File: src/rtl/pipelined_csel_addsub_pkg.sv
// Shared definitions for the pipelined carry-select adder/subtractor.
//   - ALU op encodings driven on in_sub.
//   - Segment-count helper used to size the carry-select generate loop.
package pipelined_csel_addsub_pkg;

    localparam logic AluOpAdd = 1'b0;
    localparam logic AluOpSub = 1'b1;

    // Number of carry-select segments for a given operand width.
    function automatic int unsigned seg_count(input int unsigned width, input int unsigned seg);
        return width / seg;
    endfunction

endpackage

File: src/rtl/pipelined_csel_addsub_segment.sv
// One carry-select segment: adds a and b twice, once assuming carry-in 0 and once
// assuming carry-in 1, so the real carry can pick a result later.
// Ports:
//   a, b          in   SEG-bit operand slices (b already inverted for subtract)
//   sum0, c0      out  sum and carry-out assuming carry-in 0
//   sum1, c1      out  sum and carry-out assuming carry-in 1
//   msbc0, msbc1  out  carry into the slice MSB for each assumption
module pipelined_csel_addsub_segment
    import pipelined_csel_addsub_pkg::*;
#(
    parameter int unsigned SEG = 8
) (
    input  logic [SEG-1:0] a,
    input  logic [SEG-1:0] b,
    output logic [SEG-1:0] sum0,
    output logic [SEG-1:0] sum1,
    output logic           c0,
    output logic           c1,
    output logic           msbc0,
    output logic           msbc1
);

    logic [SEG:0] full0;
    logic [SEG:0] full1;

    assign full0 = {1'b0, a} + {1'b0, b};
    assign full1 = {1'b0, a} + {1'b0, b} + {{SEG{1'b0}}, 1'b1};

    assign sum0 = full0[SEG-1:0];
    assign sum1 = full1[SEG-1:0];
    assign c0   = full0[SEG];
    assign c1   = full1[SEG];

    // Sum bit = a ^ b ^ carry-in, so the carry into the MSB falls out of the XOR.
    assign msbc0 = full0[SEG-1] ^ a[SEG-1] ^ b[SEG-1];
    assign msbc1 = full1[SEG-1] ^ a[SEG-1] ^ b[SEG-1];

endmodule

File: src/rtl/pipelined_csel_addsub.sv
// Two-stage pipelined carry-select adder/subtractor with valid/ready handshake.
//   S1: every segment computes both carry-in hypotheses; segment 0 resolves with the
//       effective carry-in. S2: a select chain resolves segment carries, flags registered.
// Ports:
//   clock, reset_n            clock (rising edge), asynchronous active-low reset
//   in_valid/in_ready         input handshake; in_ready is combinational from out_ready
//   in_sub                    0: a+b+in_cin, 1: a-b (in_cin ignored)
//   in_a, in_b, in_cin        operands and add-mode carry-in
//   out_valid/out_ready       output handshake
//   out_sum                   result modulo 2^WIDTH
//   out_cout                  carry out of MSB (subtract: 1 = no borrow)
//   out_of                    signed overflow
//   out_zero                  out_sum == 0
module pipelined_csel_addsub
    import pipelined_csel_addsub_pkg::*;
#(
    parameter int unsigned WIDTH = 32,
    parameter int unsigned SEG   = 8
) (
    input  logic             clock,
    input  logic             reset_n,
    input  logic             in_valid,
    output logic             in_ready,
    input  logic             in_sub,
    input  logic [WIDTH-1:0] in_a,
    input  logic [WIDTH-1:0] in_b,
    input  logic             in_cin,
    output logic             out_valid,
    input  logic             out_ready,
    output logic [WIDTH-1:0] out_sum,
    output logic             out_cout,
    output logic             out_of,
    output logic             out_zero
);

    localparam int unsigned NSEG = seg_count(WIDTH, SEG);
    localparam int unsigned HI   = WIDTH - SEG;

    // Handshake
    logic s1_valid;
    logic s2_valid;
    logic adv1;
    logic adv2;

    assign adv2      = !s2_valid || out_ready;
    assign adv1      = !s1_valid || adv2;
    assign in_ready  = adv1;
    assign out_valid = s2_valid;

    // Stage 1 combinational
    logic [WIDTH-1:0] b_eff;
    logic             cin_eff;

    assign b_eff   = (in_sub == AluOpSub) ? ~in_b : in_b;
    assign cin_eff = (in_sub == AluOpSub) ? 1'b1 : in_cin;

    logic [SEG-1:0]  seg_sum0 [NSEG];
    logic [SEG-1:0]  seg_sum1 [NSEG];
    logic [NSEG-1:0] seg_c0;
    logic [NSEG-1:0] seg_c1;
    logic [NSEG-1:0] seg_msbc0;
    logic [NSEG-1:0] seg_msbc1;

    for (genvar i = 0; i < NSEG; i++) begin : g_seg
        pipelined_csel_addsub_segment #(
            .SEG(SEG)
        ) u_seg (
            .a     (in_a[i*SEG +: SEG]),
            .b     (b_eff[i*SEG +: SEG]),
            .sum0  (seg_sum0[i]),
            .sum1  (seg_sum1[i]),
            .c0    (seg_c0[i]),
            .c1    (seg_c1[i]),
            .msbc0 (seg_msbc0[i]),
            .msbc1 (seg_msbc1[i])
        );
    end

    logic [HI-1:0] hi_sum0;
    logic [HI-1:0] hi_sum1;

    for (genvar i = 1; i < NSEG; i++) begin : g_hi
        assign hi_sum0[(i-1)*SEG +: SEG] = seg_sum0[i];
        assign hi_sum1[(i-1)*SEG +: SEG] = seg_sum1[i];
    end

    // Segment 0 knows its carry-in now, so it resolves in S1.
    logic [SEG-1:0] lo_sum;
    logic           lo_c;

    assign lo_sum = cin_eff ? seg_sum1[0] : seg_sum0[0];
    assign lo_c   = cin_eff ? seg_c1[0]   : seg_c0[0];

    // Only the top segment's MSB carry feeds the overflow flag.
    logic unused_msbc;
    assign unused_msbc = ^{seg_msbc0[NSEG-2:0], seg_msbc1[NSEG-2:0]};

    // Stage 1 registers
    logic [SEG-1:0]  s1_lo_sum;
    logic            s1_lo_c;
    logic [HI-1:0]   s1_hi_sum0;
    logic [HI-1:0]   s1_hi_sum1;
    logic [NSEG-2:0] s1_hi_c0;
    logic [NSEG-2:0] s1_hi_c1;
    logic            s1_msbc0;
    logic            s1_msbc1;

    always_ff @(posedge clock or negedge reset_n) begin
        if (!reset_n) begin
            s1_valid   <= 1'b0;
            s1_lo_sum  <= '0;
            s1_lo_c    <= 1'b0;
            s1_hi_sum0 <= '0;
            s1_hi_sum1 <= '0;
            s1_hi_c0   <= '0;
            s1_hi_c1   <= '0;
            s1_msbc0   <= 1'b0;
            s1_msbc1   <= 1'b0;
        end else if (adv1) begin
            s1_valid <= in_valid;
            if (in_valid) begin
                s1_lo_sum  <= lo_sum;
                s1_lo_c    <= lo_c;
                s1_hi_sum0 <= hi_sum0;
                s1_hi_sum1 <= hi_sum1;
                s1_hi_c0   <= seg_c0[NSEG-1:1];
                s1_hi_c1   <= seg_c1[NSEG-1:1];
                s1_msbc0   <= seg_msbc0[NSEG-1];
                s1_msbc1   <= seg_msbc1[NSEG-1];
            end
        end
    end

    // Stage 2 select chain
    logic [WIDTH-1:0] sum_d;
    logic             carry;
    logic             msb_carry;
    logic             cout_d;
    logic             of_d;
    logic             zero_d;

    always_comb begin
        sum_d            = '0;
        carry            = s1_lo_c;
        msb_carry        = 1'b0;
        sum_d[SEG-1:0]   = s1_lo_sum;
        for (int unsigned i = 1; i < NSEG; i++) begin
            sum_d[i*SEG +: SEG] = carry ? s1_hi_sum1[(i-1)*SEG +: SEG]
                                        : s1_hi_sum0[(i-1)*SEG +: SEG];
            if (i == NSEG - 1) begin
                msb_carry = carry ? s1_msbc1 : s1_msbc0;
            end
            carry = carry ? s1_hi_c1[i-1] : s1_hi_c0[i-1];
        end
        cout_d = carry;
        of_d   = msb_carry ^ carry;
        zero_d = (sum_d == '0);
    end

    // Stage 2 registers drive the outputs directly; they hold while stalled.
    always_ff @(posedge clock or negedge reset_n) begin
        if (!reset_n) begin
            s2_valid <= 1'b0;
            out_sum  <= '0;
            out_cout <= 1'b0;
            out_of   <= 1'b0;
            out_zero <= 1'b0;
        end else if (adv2) begin
            s2_valid <= s1_valid;
            if (s1_valid) begin
                out_sum  <= sum_d;
                out_cout <= cout_d;
                out_of   <= of_d;
                out_zero <= zero_d;
            end
        end
    end

endmodule
File: config.mk
export PLATFORM = sky130hd
export DESIGN_NAME = pipelined_csel_addsub
export DESIGN_NICKNAME = d
export VERILOG_FILES = /design/src/rtl/pipelined_csel_addsub_pkg.sv /design/src/rtl/pipelined_csel_addsub_segment.sv /design/src/rtl/pipelined_csel_addsub.sv
export SDC_FILE = /design/constraint.sdc
export NUM_CORES = 1
export LEC_CHECK = 0
export CAP_MARGIN = 0
export CORE_ASPECT_RATIO = 0.6
export CORE_MARGIN = 2
export CORE_UTILIZATION = 40
export DETAILED_ROUTE_END_ITERATION = 7
export PLACE_DENSITY = 0.59
export SLEW_MARGIN = 15
export SYNTH_ARGS = -nofsm -noshare
export SYNTH_HDL_FRONTEND = slang
export SYNTH_SLANG_ARGS = --single-unit
File: constraint.sdc
create_clock -name clock -period 2.22 [get_ports clock]
set_input_delay 0.444 -clock clock [delete_from_list [all_inputs] [get_ports clock]]
set_output_delay 0.444 -clock clock [all_outputs]
set_load 0.005 [all_outputs]
# After elaboration in Yosys (flattened, before gate mapping)
# Cells that the tools add are included.
[word_totals]
ff_bits = 102
input_bits = 70
out_inout_bits = 37
elab_cells = 46
[classes]
add_sub_neg = 8
n_mux = 11
bitwise_logic = 6
n_reduce_logical = 7
[op_table]
columns = ["cell", "count"]
rows = [
  ["$add 8x8->9", 4],
  ["$add 9x1->9 const B", 4],
  ["$logic_not 32->1", 1],
  ["$mux 32", 1],
  ["$mux 8", 4],
  ["$not 32->32", 1],
  ["$mux 1", 6],
  ["$xor 1x1->1", 5],
  ["$reduce_and 2->1", 2],
  ["$logic_not 1->1", 2],
  ["$logic_or 1x1->1", 2],
]

# Longest topological paths before layout
# Gate-level depths: netlist of the first run.
[depth]
depth_word = 6
depth_mapped = 13
mapped_depth_nobuf = 11

# Hierarchy
# From an unflattened synthesis of the first run, not the netlist that was laid out.
[hier_totals]
hier_cells = 597
hier_area_um2 = 6465.0
[by_module_without_submodules]
columns = ["module", "instances", "cells_per_inst", "area_each_um2", "seq_area_each_um2"]
rows = [
  ["pipelined_csel_addsub", 1, 363, 4564.4, 2552.4],
  ["pipelined_csel_addsub_segment (g_seg[0].u_seg ...)", 3, 58, 470.5, 0.0],
  ["pipelined_csel_addsub_segment (g_seg[3].u_seg)", 1, 60, 489.2, 0.0],
]

# Worst setup path before layout of the first run
# No wires, ideal clock.
[synth_timing]
path_kind = "input to register"
startpoint = "input port in_sub"
endpoint = "register s1_msbc1"
setup_ns = 0.083
arrival_ns = 3.236
required_ns = 2.137
path_slack_ns = -1.099
stages = 11
path_buffers = 2
cell_sequence = "buf_2 -> buf_1 -> xor2_1 -> ha_1 -> fa_1 -> a211oi_1 -> o2111ai_1 -> nor4b_1 -> nand3b_1 -> xnor3_1 -> o21ai_0"
[synth_between]
elab_chain_cells = 5
[synth_lines]
columns = ["item", "line", "source"]
rows = [
  ["start, declared", "pipelined_csel_addsub.sv:24", "input logic in_sub,"],
  ["$mux 32 *", "pipelined_csel_addsub.sv:54", "assign b_eff = (in_sub == AluOpSub) ? ~in_b : in_b;"],
  ["$add 8x8->9", "pipelined_csel_addsub_segment.sv:27", "assign full1 = {1'b0, a} + {1'b0, b} + {{SEG{1'b0}}, 1'b1};"],
  ["$add 9x1->9", "pipelined_csel_addsub_segment.sv:27", ""],
  ["$xor 1x1->1", "pipelined_csel_addsub_segment.sv:36", "assign msbc1 = full1[SEG-1] ^ a[SEG-1] ^ b[SEG-1];"],
  ["$xor 1x1->1 *", "pipelined_csel_addsub_segment.sv:36", ""],
  ["end signal, assigned", "pipelined_csel_addsub.sv:129", "s1_msbc1 <= seg_msbc1[NSEG-1];"],
  ["end, declared", "pipelined_csel_addsub.sv:106", "logic s1_msbc1;"],
]
# Every way passes the cells marked *; elsewhere a longest branch is shown, timed or not.
# A chain may end at the register's enable or synchronous reset.

# Final worst setup path of the first run
[layout_timing]
startpoint = "input port in_sub"
endpoint = "register s1_lo_c"
[layout_between]
elab_chain_cells = 4
word_cells_on_any_way = 5
cone_classes = "2 x add/sub; 3 x mux"
[layout_lines]
columns = ["item", "line", "source"]
rows = [
  ["$mux 32", "pipelined_csel_addsub.sv:54", ""],
  ["$add 8x8->9", "pipelined_csel_addsub_segment.sv:26, pipelined_csel_addsub_segment.sv:27", ""],
  ["$add 9x1->9", "pipelined_csel_addsub_segment.sv:27", ""],
  ["$mux 1 *", "pipelined_csel_addsub.sv:92", "assign lo_c = cin_eff ? seg_c1[0] : seg_c0[0];"],
  ["end signal, assigned", "pipelined_csel_addsub.sv:123", "s1_lo_c <= lo_c;"],
  ["end, declared", "pipelined_csel_addsub.sv:100", "logic s1_lo_c;"],
]
# Marked as above.

==> flow_summary.ini, run 1 <==
[status]
status = complete, but fails checks
violations = negative setup slack

[global_route]
antenna_found_initial = 0
grt_pass1_vias = 5784
grt_pass1_wl_microns = 28200
grt_use_total = 0.206
grt_max_degree = 40
gr-total-overflow = 0

[yosys]
avgSynthCellArea_sq_um = 9.21
synth_area_leaders = dfrtp_1 (40%), nand2_1 (8.5%), ha_1 (7.2%), xor2_1 (6.9%), o21ai_0 (5.1%)
synth.distinct_cells = 66
yosysTopAreaCell = dfrtp_1
synthesis.nets = 809
ys_warn_count = 0
ys_seq_elements = 102
syn_area_sq_um = 6430
yosysTopAreaCellShare = 0.397
yosysSeqAreaShare = 0.397
synth-edff-count = 0
synthCells = 698
async_reset_ff_frac = 1.00
synthFlopType = dfrtp_1

[routing]
drc_errors = 0
viasPerCell = 5.18
first_pass_iters = 6
wire_per_inst_microns = 16.0
drt-met1-wl_microns = 8920
dr_wl_met2_microns = 8460
top_layer = met4
dr_total_vias = 5899
first_iter_violations = 236
wirelength_microns = 18200
wl_met3_microns = 644
postRouteAntennaNets = 0

[place]
io_buffers = 106
gp_congestion = 0.871
post-place-ws_ns = -1.01
dpl.hpwl_microns = 13200

[worst_hold_path]
min_path_type = primary input to asynchronous set/reset pin

[worst_setup_path]
path_max_fanout = 9
reg2reg_depth = 5
worst_path_max_delay_cell = a2111o_1
startpoint_type = primary input
arrival_ns = 2.84
criticalPathCategory = primary input to register
worstSetupEndpointType = register
cp_slowest_stage_delay_ns = 0.42
path_cells = buf_8, buf_6, xor2_2, ha_2, buf_4, a211o_1, a2111o_1, o311ai_4, nand4_4, o311a_1, o31ai_1
cp_top_family = compound AO/OA/AOI/OAI gates
cp_num_cells = 11
crit_required_ns = 2.46
crit_buf_inv = 3

[finish]
areaGrowthSynthToFinish_pct = 54.4
fin_nets = 1042
fillers = 1208
multi_input_area_sq_um = 4520
drive_gt1_frac = 0.314
final-seq-area_sq_um = 2550
n_antenna_cell = 0

[clock_network]
cts.path.max_buffers = 2
clock_latency_ns = 0.35
clkSinkCount = 102
htree_levels = 3
cts_buffers = 9
tritoncts = done
clk_pin_slew_ns = 0.07
cts_hold_buf = 0
cts-root-buf = clkbuf_16

[flow_run]
cap_violations = 0

[floorplanning]
initial_core_util = 0.414
dieArea_sq_um = 17100
rows = 35
io_pins = 107
die_x_microns = 168
design.core.area_sq_um = 15500
die_h_microns = 102

[sta]
finalClockSkew_ns = 0.00990
setup_viol = 32
hold_viol_final = 0
max_slew_margin = 0.638
drv_slew = 0
worst_pin_slew_ns = 0.543
max_freq_mhz = 384
finalCriticalPeriod_ns = 2.60
fin_ws_ns = -0.383
rsz0062_at_grt = true
tns_ns = -5.74
hold-worst-slack_ns = 0.0883
period_share = 1.17

[power_and_ir_drop]
p_leak_uw = 0.00447
power_density_nw_per_um2 = 833
ir_worst_vdd_mv = 0.462
## cells by family after synthesis
logic type,after synthesis,share of synthesized area
simple gates,256,0.183
compound gates,156,0.158
flops,102,0.397
xor+xnor,66,0.0932
fa+ha+maj,41,0.0844
buf+inv,40,0.0251
mux,37,0.0593
## cell usage after synthesis, types with 4 or more instances
| cell | instances |
|---|---|
| nor3_1 | 12 |
| a21o_1 | 10 |
| fa_1 | 4 |
| nand4_1 | 4 |
| mux2_2 | 9 |
| nand2_1 | 145 |
| dfrtp_1 | 102 |
| a211oi_1 | 9 |
| buf_1 | 10 |
| xnor2_1 | 13 |
| a211o_1 | 5 |
| and2_1 | 4 |
| xor2_1 | 51 |
| or4_1 | 4 |
| o31ai_1 | 7 |
| a21oi_1 | 21 |
| ha_1 | 37 |
| and3_1 | 6 |
| nor2_1 | 28 |
| or2_2 | 4 |
| mux2i_1 | 28 |
| clkbuf_1 | 15 |
| nor2b_1 | 4 |
| nand3_1 | 18 |
| inv_1 | 11 |
| o21a_1 | 8 |
| nor4_1 | 10 |
| o21ai_0 | 65 |
## cell usage in the layout (no fill, tap or decap), types with 5 or more instances in the layout
cell,instances
nor3_1,12
nor4_1,9
nor2_1,21
xnor2_1,6
a211oi_2,6
o21ai_1,20
a211o_1,5
o21a_1,6
mux2_2,8
buf_6,18
clkdlybuf4s50_1,91
ha_2,6
o21ai_2,8
nand2_2,8
dfrtp_1,102
xor2_2,12
mux2i_1,28
dlygate4sd2_1,7
ha_1,27
buf_4,122
xor2_1,35
xnor2_2,6
a21o_1,10
nand2_1,137
a21oi_2,8
nand3_1,15
o21ai_0,37
inv_1,9
clkbuf_16,9
a21oi_1,10
buf_12,5
## final timing paths
kind                              from             to  slack (ns)
setup / recovery                in_sub        s1_lo_c       -0.38
hold / removal                 reset_n    out_sum[21]        0.09
setup reg to reg               s1_lo_c       out_zero        0.21
hold reg to reg            out_sum[19]    out_sum[19]        0.48
max in group asynchronous      reset_n  s1_hi_sum0[5]        1.56
min in group clock         out_sum[19]    out_sum[19]        0.48
## repair_timing
item | 4_1_cts | 5_1_grt
gates resized for setup | 86 | 100
setup buffers | 30 | 20
setup endpoints to repair | 40 | 39
pin swaps | 69 | 71
## sequential cells by signal (all words and copies together), names as in the netlist, 3 cells and up
name	cells
s1_hi_c1	3
s1_lo_sum	8
s1_hi_sum0	24
s1_hi_c0	3
out_sum	32
s1_hi_sum1	24
## where the power goes
| group | leakage (uW) | internal, uW | switching [uW] |
|---|---|---|---|
| sequential | 0.00125 | 2430 | 427 |
| combinational | 0.00309 | 2150 | 1810 |
| clock | 0.000133 | 768 | 689 |
| total | 0.00447 | 5350 | 2930 |
## routing by layer
metal | GRT usage | vias up
li1 | - | 2924
met1 | 0.294 | 2842
met2 | 0.335 | 119
met3 | 0.0356 | 14
met4 | 0.0428 | 0
met5 | 0 | -
## per-stage QoR
step / instance area, sq um / power (uW) / utilization / std cells
floorplan: 6580 / 4530 / - / 698
global placement: 8580 / 6070 / 0.552 / 1083
detailed placement: 8580 / 6170 / 0.552 / 1083
CTS: 9380 / 7930 / 0.604 / 1126
global route: 9930 / 8800 / 0.639 / 1139
finish: 9930 / 8280 / 0.639 / 1139
## area by class of cell
cell class / instances / share of cell area
inverters: 11 / 0.00416
multi-input cells: 556 / 0.455
clock inverters: 6 / 0.00479
well taps: 203 / 0.0256
flip-flops and latches: 102 / 0.257
repair buffers: 251 / 0.231
clock buffers: 10 / 0.0231
No activity file was read; power rests on OpenSTA's default activity.
==> inputs of run 2 (changes only) <==
- CAP_MARGIN: 0 -> 20
- RECOVER_POWER: unset -> 25
==> run 2 against run 1 <==
The run still ends with negative setup slack left; first-iteration DRC count is 11% lower; utilization is 0.11 points lower; sequential share of layout area hardly changed; cell count stayed put; die area stayed put; worst hold slack better by 0.19 ns; fmax is 0.12% higher; clock power hardly changed; routed wire length is 0.15% lower; flip-flop and latch count stayed put; critical path type unchanged; largest power group unchanged; highest routed layer unchanged.
==> flow_summary.ini, run 2 (synthesized netlist as in run 1, its figures left out) <==
[status]
status = complete, but fails checks
violations = negative setup slack

[sta]
finalClockSkew_ns = 0.00952
hold_viol_final = 0
drv_slew = 0
period_share = 1.17
setup_viol = 32
worst_pin_slew_ns = 1.04
hold-worst-slack_ns = 0.275
max_freq_mhz = 385
rsz0062_at_grt = true
fin_ws_ns = -0.380
finalCriticalPeriod_ns = 2.60
max_slew_margin = 0.310
tns_ns = -5.72

[place]
dp_cells = 1083
gp_congestion = 0.871
place_area_sq_um = 8580
dpl.hpwl_microns = 13200
io_buffers = 106

[finish]
fin_nets = 1042
regMostFlops = out_sum
fin_cells = 1139
finish.utilization = 0.638
n_antenna_cell = 0
final_cell_mix = nand2_1 (137), buf_4 (121), dfrtp_1 (102), clkdlybuf4s50_1 (91), o21ai_0 (37)
largest_reg_flops = 32
mostFrequentLayoutCell = nand2_1
multi_input_area_sq_um = 4520
final-seq-area_sq_um = 2550
areaGrowthSynthToFinish_pct = 54.1
reg_top3 = out_sum (32), s1_hi_sum0 (24), s1_hi_sum1 (24)
fin_area_sq_um = 9910
fillers = 1211
drive_gt1_frac = 0.314

[clock_network]
clock_latency_ns = 0.34
clkSinkCount = 102
cts-root-buf = clkbuf_16
cts_buffers = 9
tritoncts = done
htree_levels = 3
clk_pin_slew_ns = 0.07
cts.path.max_buffers = 2
cts_hold_buf = 0

[routing]
viasPerCell = 5.16
wire_per_inst_microns = 15.9
first_pass_iters = 6
first_iter_violations = 210
postRouteAntennaNets = 0
drc_errors = 0
wirelength_microns = 18200
dr_total_vias = 5878

[floorplanning]
rows = 35
io_pins = 107
dieArea_sq_um = 17100
design.core.area_sq_um = 15500
die_x_microns = 168
initial_core_util = 0.414
die_h_microns = 102

[power_and_ir_drop]
seqPwrFrac = 0.345
p_leak_uw = 0.00446
combPwrFrac = 0.479
p_sw_uw = 2920
power_density_nw_per_um2 = 834
p_sw_frac = 0.354
pwr-share-clk = 0.176
internal_power_uw = 5340
ir_worst_vdd_mv = 0.461

[worst_hold_path]
min_path_type = primary input to asynchronous set/reset pin

[flow_run]
cap_violations = 0

[worst_setup_path]
path_max_fanout = 9
criticalPathCategory = primary input to register
reg2reg_from = s1_lo_c
crit_required_ns = 2.46
startpoint = in_sub
arrival_ns = 2.84
worstSetupEndpointType = register
startpoint_type = primary input

[global_route]
gr-total-overflow = 0
grt_max_degree = 40
antenna_found_initial = 0
grt_pass1_vias = 5784
grt_pass1_wl_microns = 28200
grt_use_total = 0.206
-- run 2: final timing paths --
kind,cells after the start,slack (ns),end
max in group asynchronous,2,0.67,s1_hi_sum1[13]
min in group clock,2,0.48,out_sum[19]
max reg2reg,5,0.21,out_zero
max,11,-0.38,s1_lo_c
min,1,0.27,out_sum[21]
min reg2reg,2,0.48,out_sum[19]
-- run 2: stage by stage --
stage / total power, uW / setup WS [ns]
floorplan: 4530 / -0.642
global placement: 6070 / -0.934
detailed placement: 6170 / -1.01
CTS: 7930 / -0.407
global route: 8790 / -0.473
finish: 8270 / -0.380
-- run 2: worst max-delay path, stage by stage --
cell      delay, ns
buf_8          0.10
buf_6          0.15
xor2_2         0.15
ha_2           0.19
buf_4          0.14
a211o_1        0.31
a2111o_1       0.42
o311ai_4       0.14
nand4_4        0.20
o311a_1        0.38
o31ai_1        0.22
-- run 2: routing by layer --
layer  vias up  wire (microns)  global-route usage
li1       2928               -                   -
met1      2818            8900               0.294
met2       118            8440               0.335
met3        14             655              0.0356
met4         0             159              0.0428
met5         -               0                   0
-- run 2: final cells by class --
cell class,count,share of cell area
multi-input cells,556,0.456
flip-flops and latches,102,0.257
repair buffers,251,0.229
well taps,203,0.0256
clock buffers,10,0.0231
clock inverters,6,0.00480
inverters,11,0.00417
-- run 2: power groups by stage --
stage | Combinational [uW] | Clock (uW) | Sequential [uW]
4_1_cts | 3580 | 1490 | 2850
3_3_place_gp | 3210 | 0 | 2860
5_1_grt | 4310 | 1560 | 2930
6_report | 3960 | 1460 | 2850
3_5_place_dp | 3280 | 0 | 2890
2_1_floorplan | 1750 | 0 | 2780
-- run 2: repair_timing --
| item | CTS | global route |
|---|---|---|
| resized for setup | 86 | 100 |
| setup buffers | 30 | 20 |
| pin swaps | 69 | 71 |
| setup endpoints to repair | 40 | 39 |
==> inputs of run 3 (changes only) <==
- CAP_MARGIN: 20 -> unset
- CORE_MARGIN: 2 -> unset
==> run 3 against run 2 <==
The flow finishes with violations (design-rule violations, max-capacitance violations, max-slew violations, negative setup slack); cell count decreased by 0.61%; combinational power shrank 4%; fmax up 5.1%; sequential share of layout area increased by 0.51 points; sequential power barely moved; worst hold slack better by 0.19 ns; critical path depth shrank 1; die area fell by 3.1%; critical endpoint is now s1_hi_c1[2].
==> flow_summary.ini, run 3 (synthesized netlist as in run 1, its figures left out) <==
[global_route]
gr-total-overflow = 0
grt_max_degree = 53
grt_use_total = 0.217
antenna_found_initial = 0
grt_pass1_wl_microns = 28600
grt_pass1_vias = 5786

[place]
dpl.hpwl_microns = 13500
place_area_sq_um = 8650
post-place-ws_ns = -1.07
gp_congestion = 0.841
dp_cells = 1093
io_buffers = 106

[clock_network]
tritoncts = done
cts.path.max_buffers = 2
clk_pin_slew_ns = 0.08
cts_hold_buf = 0
cts-root-buf = clkbuf_16
cts_buffers = 9
htree_levels = 3
clkSinkCount = 102
clock_latency_ns = 0.35

[sta]
worst_pin_slew_ns = 1.57
max_freq_mhz = 404
fin_ws_ns = -0.254
finalClockSkew_ns = 0.00740
setup_viol = 20
max_slew_margin = -0.0468
hold_viol_final = 0
tns_ns = -3.02
drv_slew = 32
period_share = 1.11
finalCriticalPeriod_ns = 2.47
rsz0062_at_grt = true

[routing]
postRouteAntennaNets = 0
wirelength_microns = 17700
wire_per_inst_microns = 15.7
dr_total_vias = 5774
first_pass_iters = 6
viasPerCell = 5.10
drc_errors = 14
first_iter_violations = 307

[power_and_ir_drop]
ir_worst_vdd_mv = 0.389
power_density_nw_per_um2 = 857
p_leak_uw = 0.00441
total_power_uw = 8330

[floorplanning]
initial_core_util = 0.414
design.core.area_sq_um = 15500
die_x_microns = 166
io_pins = 107
dieArea_sq_um = 16600
rows = 35
die_h_microns = 100

[worst_setup_path]
worstSetupEndpointType = register
cp_slowest_stage_delay_ns = 0.45
path_max_fanout = 7
criticalPathCategory = primary input to register
startpoint_type = primary input
arrival_ns = 2.76
worst_path_max_delay_cell = or4b_1
path_cells = buf_12, buf_8, xor2_4, fa_2, a211o_1, a211oi_2, o21bai_1, a211oi_2, or4b_1, nand3_1
cp_common_cell = a211oi_2
crit_required_ns = 2.51

[finish]
fin_area_sq_um = 9720
fin_nets = 1035
n_antenna_cell = 0
final_cell_mix = nand2_1 (141), buf_4 (120), dfrtp_1 (102), clkdlybuf4s50_1 (84)
areaGrowthSynthToFinish_pct = 51.1
fin_cells = 1132
fillers = 1296
drive_gt1_frac = 0.299
mostFrequentLayoutCell = nand2_1
largest_reg_flops = 32
reg_top3 = out_sum (32), s1_hi_sum0 (24), s1_hi_sum1 (24)
regMostFlops = out_sum

[status]
violations = design-rule violations, max-capacitance violations, max-slew violations, negative setup slack
status = complete, but fails checks

[flow_run]
cap_violations = 1

[worst_hold_path]
min_path_type = primary input to asynchronous set/reset pin
[run 3: cell types whose count changed in the layout (fill, tap and decap cells not counted), moves of 3 or more]
cell | previous run | this run
clkdlybuf4s50_1 | 91 | 84
ha_4 | 4 | 1
xor2_1 | 35 | 39
xor2_2 | 12 | 9
nand3_2 | 0 | 4
nand2_2 | 8 | 5
nand2_1 | 137 | 141
dlygate4sd2_1 | 7 | 11
ha_1 | 27 | 30
nand3_4 | 3 | 0
buf_6 | 18 | 12
[run 3: repair_timing]
action                                  4_1_cts  5_1_grt
setup buffers                                21        9
pin swaps                                    71       57
endpoints found under the setup margin       42       41
gates resized for setup                      93       80
cloned                                        0        0
[run 3: where the power goes]
part / total (uW) / internal, uW / switching, uW
clock: 1650 / 902 / 751
combinational: 3820 / 2080 / 1740
sequential: 2860 / 2430 / 432
[run 3: final cells by class]
type / count / area (sq um) / area share
Multi-Input combinational cell: 556 / 4370 / 0.450
Sequential cell: 102 / 2550 / 0.263
Timing Repair Buffer: 244 / 2190 / 0.225
Tap cell: 203 / 254 / 0.0261
Clock buffer: 9 / 225 / 0.0232
Clock inverter: 7 / 87.6 / 0.00901
Inverter: 11 / 41.3 / 0.00425
[run 3: path summary, 6_finish.rpt]
| path | from | endpoint | cells past startpoint | slack (ns) |
|---|---|---|---|---|
| setup reg to reg | s1_lo_c | out_zero | 6 | 0.16 |
| setup / recovery | in_sub | s1_hi_c1[2] | 10 | -0.25 |
| max in group asynchronous | reset_n | out_sum[7] | 2 | 0.32 |
| hold / removal | reset_n | out_sum[16] | 1 | 0.47 |
| min in group clock | s1_hi_sum0[5] | s1_hi_sum0[5] | 2 | 0.48 |
| hold reg to reg | s1_hi_sum0[5] | s1_hi_sum0[5] | 2 | 0.48 |
[run 3: critical path: cells and delay by family]
| family | cells | cell delay [ns] |
|---|---|---|
| compound gates | 4 | 0.94 |
| simple gates | 2 | 0.52 |
| fa+ha+maj | 1 | 0.41 |
| buf+inv | 2 | 0.26 |
| xor+xnor | 1 | 0.18 |
[run 3: routing by layer]
metal	wire length, microns	vias to the layer above	part of all wire	global-route usage
met3	485	19	0.027	0.0367
met1	9060	2731	0.51	0.308
met4	214	0	0.012	0.0503
met5	0	-	0	0
li1	-	2913	-	-
met2	7960	111	0.45	0.348
[run 3: stage by stage]
stage                     hold WS, ns  utilization
after global routing            0.503        0.625
final                           0.469        0.625
after floorplan                 0.148            -
after detailed placement        0.403        0.557
after CTS                      0.0189        0.602
after global placement          0.393        0.557
